<file path="src/rtl/extrinsic_interleaver.sv">
// Extrinsic computation (Le = LLR - 2*sys - 2*ext, saturated) and fixed 5-entry
// (de-)interleave of one SISO output block into ext_o/sys_o for the next half-iteration.
module extrinsic_interleaver #(
  parameter int DATA_SIZE = 12,
  parameter int BLK       = 7,
  parameter int INFO      = 5,
  parameter logic [3*INFO-1:0] PERM = {3'd2, 3'd4, 3'd1, 3'd3, 3'd0}
) (
  input  logic                     clk_i,
  input  logic                     reset_n_i,
  input  logic                     finish_i,
  input  logic [BLK*DATA_SIZE-1:0] llr_i,
  input  logic [BLK*4-1:0]         sys_i,
  input  logic [BLK*DATA_SIZE-1:0] ext_i,
  input  logic                     mode_i,
  input  logic                     ready_i,
  output logic                     valid_o,
  output logic [BLK*DATA_SIZE-1:0] ext_o,
  output logic [BLK*4-1:0]         sys_o,
  output logic                     busy_o,
  output logic                     overrun_o
);

  localparam int DW = DATA_SIZE;
  localparam int TW = DW + 3;
  localparam logic [2:0] INFO3 = 3'(INFO);
  // COMPUTE spans BLK+1 cycles: the final one drains the registered write stage.
  localparam logic [2:0] LAST = 3'(BLK);
  localparam logic signed [TW-1:0] SAT_HI = TW'((1 << (DW-1)) - 1);
  localparam logic signed [TW-1:0] SAT_LO = -TW'(1 << (DW-1));

  typedef enum logic [1:0] {IDLE, COMPUTE, OUTPUT} state_t;

  state_t state, state_n;
  logic [2:0] count, count_n;
  logic capture, ovr_set;

  // Ascending index so entry 0 lands in the MSBs of the flat ports.
  logic [0:BLK-1][DW-1:0] llr_q, ext_q, ext_r;
  logic [0:BLK-1][3:0]    sys_q, sys_r;
  logic                   mode_q;

  logic          wr_vld;
  logic [2:0]    wr_slot;
  logic [DW-1:0] wr_le;
  logic [3:0]    wr_sys;

  function automatic logic [2:0] pi_f(input logic [2:0] k);
    return PERM[3*INFO-1-3*int'(k) -: 3];
  endfunction

  function automatic logic [2:0] pi_inv_f(input logic [2:0] k);
    logic [2:0] r;
    r = '0;
    for (int p = 0; p < INFO; p++)
      if (pi_f(3'(p)) == k) r = 3'(p);
    return r;
  endfunction

  // Per-entry extrinsic at 15 bits, then clamp back to DATA_SIZE.
  logic [2:0]           idx;
  logic signed [TW-1:0] t;
  logic [DW-1:0]        le;

  always_comb begin
    idx = (count < INFO3) ? count : 3'd0;
    t   = $signed({{3{llr_q[idx][DW-1]}}, llr_q[idx]})
        - $signed({{(TW-5){sys_q[idx][3]}}, sys_q[idx], 1'b0})
        - $signed({{2{ext_q[idx][DW-1]}}, ext_q[idx], 1'b0});
    if (t > SAT_HI)      le = SAT_HI[DW-1:0];
    else if (t < SAT_LO) le = SAT_LO[DW-1:0];
    else                 le = t[DW-1:0];
  end

  always_comb begin
    state_n = state;
    count_n = count;
    capture = 1'b0;
    ovr_set = 1'b0;
    case (state)
      IDLE: if (finish_i) begin
        capture = 1'b1;
        state_n = COMPUTE;
        count_n = '0;
      end
      COMPUTE: begin
        ovr_set = finish_i;
        if (count == LAST) state_n = OUTPUT;
        else               count_n = count + 3'd1;
      end
      OUTPUT: begin
        if (ready_i) begin
          if (finish_i) begin
            capture = 1'b1;
            state_n = COMPUTE;
            count_n = '0;
          end else begin
            state_n = IDLE;
          end
        end else begin
          ovr_set = finish_i;
        end
      end
      default: state_n = IDLE;
    endcase
  end

  always_ff @(posedge clk_i or negedge reset_n_i) begin
    if (!reset_n_i) begin
      state     <= IDLE;
      count     <= '0;
      llr_q     <= '0;
      sys_q     <= '0;
      ext_q     <= '0;
      mode_q    <= 1'b0;
      ext_r     <= '0;
      sys_r     <= '0;
      wr_vld    <= 1'b0;
      wr_slot   <= '0;
      wr_le     <= '0;
      wr_sys    <= '0;
      overrun_o <= 1'b0;
    end else begin
      state     <= state_n;
      count     <= count_n;
      overrun_o <= overrun_o | ovr_set;
      // Tail entries are never written, so they keep the cleared zero.
      wr_vld    <= (state == COMPUTE) && (count < INFO3);
      wr_slot   <= mode_q ? pi_f(idx) : pi_inv_f(idx);
      wr_le     <= le;
      wr_sys    <= sys_q[idx];
      if (capture) begin
        llr_q  <= llr_i;
        sys_q  <= sys_i;
        ext_q  <= ext_i;
        mode_q <= mode_i;
        ext_r  <= '0;
        sys_r  <= '0;
      end else if (wr_vld) begin
        ext_r[wr_slot] <= wr_le;
        sys_r[wr_slot] <= wr_sys;
      end
    end
  end

  assign valid_o = (state == OUTPUT);
  assign busy_o  = (state != IDLE);
  assign ext_o   = ext_r;
  assign sys_o   = sys_r;

endmodule
</file>
<file path="config.mk">
export PLATFORM = sky130hd
export DESIGN_NAME = extrinsic_interleaver
export DESIGN_NICKNAME = d
export VERILOG_FILES = /design/src/rtl/extrinsic_interleaver.sv
export SDC_FILE = /design/constraint.sdc
export NUM_CORES = 1
export LEC_CHECK = 0
export CORE_MARGIN = 5
export CORE_UTILIZATION = 45
export DETAILED_ROUTE_END_ITERATION = 6
export HOLD_SLACK_MARGIN = 0.06
export PLACE_DENSITY = 0.79
export SLEW_MARGIN = 20
export SYNTH_ARGS = -nofsm -noshare
export SYNTH_HDL_FRONTEND = slang
export SYNTH_SLANG_ARGS = --single-unit
</file>
<file path="constraint.sdc">
create_clock -name clk_i -period 4.3 [get_ports clk_i]
set_clock_uncertainty 0.15 [all_clocks]
set_input_delay 0.645 -clock clk_i [delete_from_list [all_inputs] [get_ports clk_i]]
set_output_delay 0.645 -clock clk_i [all_outputs]
set_load 0.02 [all_outputs]
</file>
After elaboration in Yosys (flattened, before gate mapping):

Cells that the tools add are included.

* flip-flop bits (word level): 335
* bits of input ports: 201
* output and inout port bits: 115
* word-level logic and storage cells: 118

* $add $sub $neg: 4
* multiply operators: 1
* magnitude comparators: 6
* equal/unequal tests: 10
* shifts and indexed selects: 1
* multiplexer cells: 41
* bitwise operators: 3
* reductions and logical operators: 9

Operators by type and width (number)
* 84-bit two-way mux: 2
* 84-bit bitwise mux: 1
* 12-bit two-way mux: 7
* 12-bit binary-select mux with 3-bit select: 2
* 28-bit two-way mux: 2
* 12-bit demux with 3-bit select: 1
* 28-bit bitwise mux: 1
* 3-bit two-way mux: 8
* 17-bit by 6-bit indexed part select with 3-bit output, first input constant: 1
* 14-bit by 12-bit greater-than comparator with 1-bit output, second input constant: 1
* 14-bit by 12-bit less-than comparator with 1-bit output, second input constant: 1
* 13-bit by 13-bit subtractor with 14-bit output: 1
* 12-bit by 5-bit subtractor with 13-bit output: 1
* 4-bit binary-select mux with 3-bit select: 1
* 4-bit demux with 3-bit select: 1
* 4-bit two-way mux: 3
* 3-bit one-hot mux with 3 select lines: 1
* 4-bit greater-or-equal comparator, second input constant: 2
* 2-bit != test, second input constant: 4
* 3-bit NOT with 4-bit output: 2
* 2-bit two-way mux: 3
* 2-bit one-hot mux with 3 select lines: 1
* 3-bit AND reduction: 2
* 4-bit by 5-bit subtractor with 6-bit output, first input constant: 1
* 18 further kinds: 25

Longest topological paths before layout:

* word-level depth: 11
* depth in mapped cells: 17
* gate-level depth less buffers: 14

Worst setup path after synthesis:

No wires, ideal clock.

* path kind: register to register
* start: register count[1]
* end: register wr_le[4]
* setup time: 0.132 ns
* arrival: 4.297 ns
* required time: 4.018 ns
* slack: -0.279 ns
* stages on the path, launching flop included: 17
* path buffers: 2
* clock period less this slack: 4.579 ns
* cells stage by stage: dfrtp_1 buf_4 nor2_2 buf_1 mux2i_1 a21o_1 inv_1 fa_1 inv_1 ha_1 o21a_1 o21ai_0 a21oi_1 a2111oi_0 a311oi_4 o21ai_4 o31ai_2

* cells in the longest elaborated chain, start to end: 11
* elaborated cells between the ends (all ways): 18
* those cells by class: add/sub (2); order compare (3); mux (12); bitwise (1)

RTL lines
* from (decl): line 35 `logic [2:0] count, count_n;`
* from (signal assigned): line 125 `count <= count_n;`
* 3-bit less-than comparator: line 66 `idx = (count < INFO3) ? count : 3'd0;`
* 3-bit two-way mux *: line 66
* 3-bit NOT with 4-bit output (not written as such) *: line 67, 68, 69
* 12-bit binary-select mux with 3-bit select or 4-bit binary-select mux with 3-bit select (tied branches): line 67, 68
* 12-bit two-way mux (not written as such) or 4-bit two-way mux (tied branches) (2 in series): line 67, 68
* 12-bit by 5-bit subtractor with 13-bit output: line 68 `- $signed({{(TW-5){sys_q[idx][3]}}, sys_q[idx], 1'b0})`
* 13-bit by 13-bit subtractor with 14-bit output *: line 69 `- $signed({{2{ext_q[idx][DW-1]}}, ext_q[idx], 1'b0});`
* 14-bit by 12-bit less-than comparator with 1-bit output: line 71 `else if (t < SAT_LO) le = SAT_LO[DW-1:0];`
* 12-bit two-way mux: line 71
* 12-bit two-way mux *: line 70 `if (t > SAT_HI) le = SAT_HI[DW-1:0];`
* via le[4]: line 63 `logic [DW-1:0] le;`
* to (signal assigned): line 130 `wr_le <= le;`
* to (decl): line 45 `logic [DW-1:0] wr_le;`

Mark *: on every way through the listed nets, which the timed path passes. The rest lies on a longest branch. The select of a mux whose other input is x is not followed.
A chain may end at the register's enable or synchronous reset.

Worst setup path in the final report:

* start: register count[0]
* end: register wr_le[4]

Same word-level chain as after synthesis.

==> run metrics <==
status=complete, no violations; DR WL/cell=18.78 um; residual DRC count=0; Worst-Skew Late Latency=around 0.54 ns; TritonRoute pass-1 iters=5; pins over their slew limit=0; number of DRC markers in iteration 0=909; Vert. Die Dim=181.2 um; Cell variety after synth=63; average via count per standard cell=5.372; WS Path Type=reg2reg; unrepaired setup endpoints after global routing=yes; Least-Margin Pin Slew=0.8469 ns; CP peak stage delay=0.52 ns; Final setup viols=0; Yosys top cell by area=dfrtp_1; Num CTS Buffers=29; Final Net Count=1705; placed cell areas=between 0.015 and 0.02 sq mm; Synth Warn #=0; IO Port Bufs=around 260; Max Cap Viol=0; CP Cell Sequence=mux4_2 -> nor2_2 -> a21o_1 -> clkinvlp_4 -> buf_12 -> fa_1 -> inv_1 -> ha_4 -> nand2_1 -> or3_4 -> inv_1 -> a211oi_2 -> a311o_4 -> a21oi_4 -> o31ai_2; GRT Total Usage=20.68%; fillers=between 2000 and 2500; Antenna Nets Post-Route=0; DIE WIDTH=181.2 um; Most used DFF post-synth=dfrtp_1; area grow syn2layout=33.84%; FFs w/ async S/R, synth=100.0%; CP Capture Type=register; Yosys top cell area share=52.93%; type of origin of the critical path=register; Placement Rows=62; CTS tree=done; Ant. Diodes=0; antenna violations before repair=2; GRT overflow=0; Synth Area per Inst=11.13 sq um; worst hold path cell count=1; Cell Area, Synth=~0.013 sq mm; routability cong.=0.8629; HPWL after DPL=~25 mm; Core ar.=just under 0.03 sq mm; Crit path depth=15; footprint of the multi-input gates=0.005946 sq mm; WL final=between 30 and 40 mm; most numerous cell in the Yosys netlist=dfrtp_1; Seq cells post-synth=279; initial core utilization=45.71%; minimum clock period=about 4.2 ns; R2R depth=15; Critical Path Slowest Stage Cell=mux4_2; Clock Sinks=279; final hold vios=0; top post-synthesis cells by area=dfrtp_1 (53%), mux2_2 (12%), nand2_1 (7.5%), a21oi_1 (6.1%), mux4_2 (4.6%); Crit path max-delay family=compound AO/OA/AOI/OAI gates; most used cell, CP=inv_1; CTS Root Cell=clkbuf_16; synth cell count leaders=dfrtp_1 (279), nand2_1 (262), a21oi_1 (161), mux2_2 (143), clkbuf_1 (51); Clock Tree Buf Depth=3; Fin Setup TNS=0 ns; Crit path arrival time=around 4.5 ns; Worst Path Max Fanout=8; Worst-path clk slew=0.06 ns; first-pass GRT wire length=55.39 mm; Post-synth EDFFs=0; max frequency=0.2390 GHz; CTS H-Tree Depth=1; register area share after synthesis=52.93%; largest net degree at the start of global routing=about 140; via count=10070; HP Class=reg2reg; Worst Path Buf+Inv=4; final core utilization=61.18%; Ports=around 320; Post-Synthesis Cells=1185; Post-Syn Nets=1420; Finished Cell Area=0.01766 sq mm; FF+latch area=0.006984 sq mm; Worst EP required=4.57 ns; vias in the first global route=10200; Max-slew headroom=~43%; die area=between 0.03 and 0.04 sq mm; Tcrit/Tclk final=97.30%; layout cells sized above 1=21.33%
## stage by stage
step	hold slack, ns	setup slack (ns)	instances
3_5_place_dp	0.3420	0.03485	1812
4_1_cts	0.1280	0.02207	1864
6_report	0.3539	0.1163	1875
5_1_grt	0.3662	-0.04841	1875
2_1_floorplan	0.1994	0.01305	1185
3_3_place_gp	0.3301	0.06161	1812
## layout make-up
cell class / count / share of cell area (%)
Sequential cell: 279 / 39.56
Multi-Input combinational cell: 801 / 33.68
Timing Repair Buffer: 320 / 18.06
Clock buffer: 44 / 4.826
Tap cell: 384 / 2.721
Inverter: 39 / 0.8504
Clock inverter: 8 / 0.3118
## placed cells by master, fill, tap and decap left out, types with 3 or more instances in the layout
cell	Yosys	final
ha_4	0	3
buf_12	0	7
xor2_1	4	4
clkinvlp_4	0	4
nor2b_1	7	7
fa_1	12	12
o21ai_0	39	37
inv_1	39	37
dfrtp_1	279	277
ha_1	22	19
nor2_2	1	5
o21a_1	5	5
clkbuf_16	0	29
a21oi_1	161	159
nor2_1	18	12
nand2_1	262	260
xnor2_1	8	8
buf_4	1	47
o21bai_1	3	3
mux2i_1	18	18
mux4_2	27	27
clkinv_2	0	3
o22ai_1	3	3
clkbuf_8	0	7
nor3_1	5	4
mux2_2	143	143
nand3_1	8	8
nand2b_1	4	4
clkbuf_1	51	8
buf_6	1	4
o21ai_1	3	4
a21o_1	7	7
a21oi_2	1	3
clkdlybuf4s50_1	0	258
## routing by layer
layer | GRT usage (%) | part of all wire [%] | wire length, um
met1 | 27.28 | 41 | 14560
met2 | 34.78 | 49 | 17100
met3 | 4.766 | 7.9 | 2775
met4 | 5.314 | 2.2 | 763
met5 | 0 | 0.062 | 22
## timing repair
action / in CTS / in global routing
gates resized for setup: 0 / 22
buffers inserted: 0 / 8
hold buffers: 0 / 1
endpoints found under the setup margin: 0 / 11
hold endpoints to repair: 0 / 48
## flip-flops by register name (all words and copies together), names as in the netlist
signal and count:
mode_q 1, llr_q 60, wr_le 12, ext_o 84, wr_vld 1, sys_o 28
count 3, overrun_o 1, sys_q 20, ext_q 60, state 2, wr_sys 4
wr_slot 3
## cell families after synthesis
kind of cell / Yosys count / synth area share (%)
xor gates and xnor gates: 12 / 0.7967
and+or+nand+nor: 320 / 10.14
muxes: 188 / 18.18
AOI/OAI and AO/OA: 246 / 10.92
buffers and inverters: 106 / 3.130
DFF: 279 / 52.93
adders and majority gates: 34 / 3.908
## final timing paths
kind / end / startpoint / slack (ns)
worst max-delay path: wr_le[4] / count[0] / 0.12
worst min-delay path: llr_q[24] / llr_q[24] / 0.35
worst max register to register: wr_le[4] / count[0] / 0.12
worst min register to register: llr_q[24] / llr_q[24] / 0.35
max in group asynchronous: sys_q[8] / reset_n_i / 2.35
min in group asynchronous: ext_o[23] / reset_n_i / 0.44
Power is not shown: default switching activity piles up to over one toggle a cycle in this logic, so the estimate is an artifact.
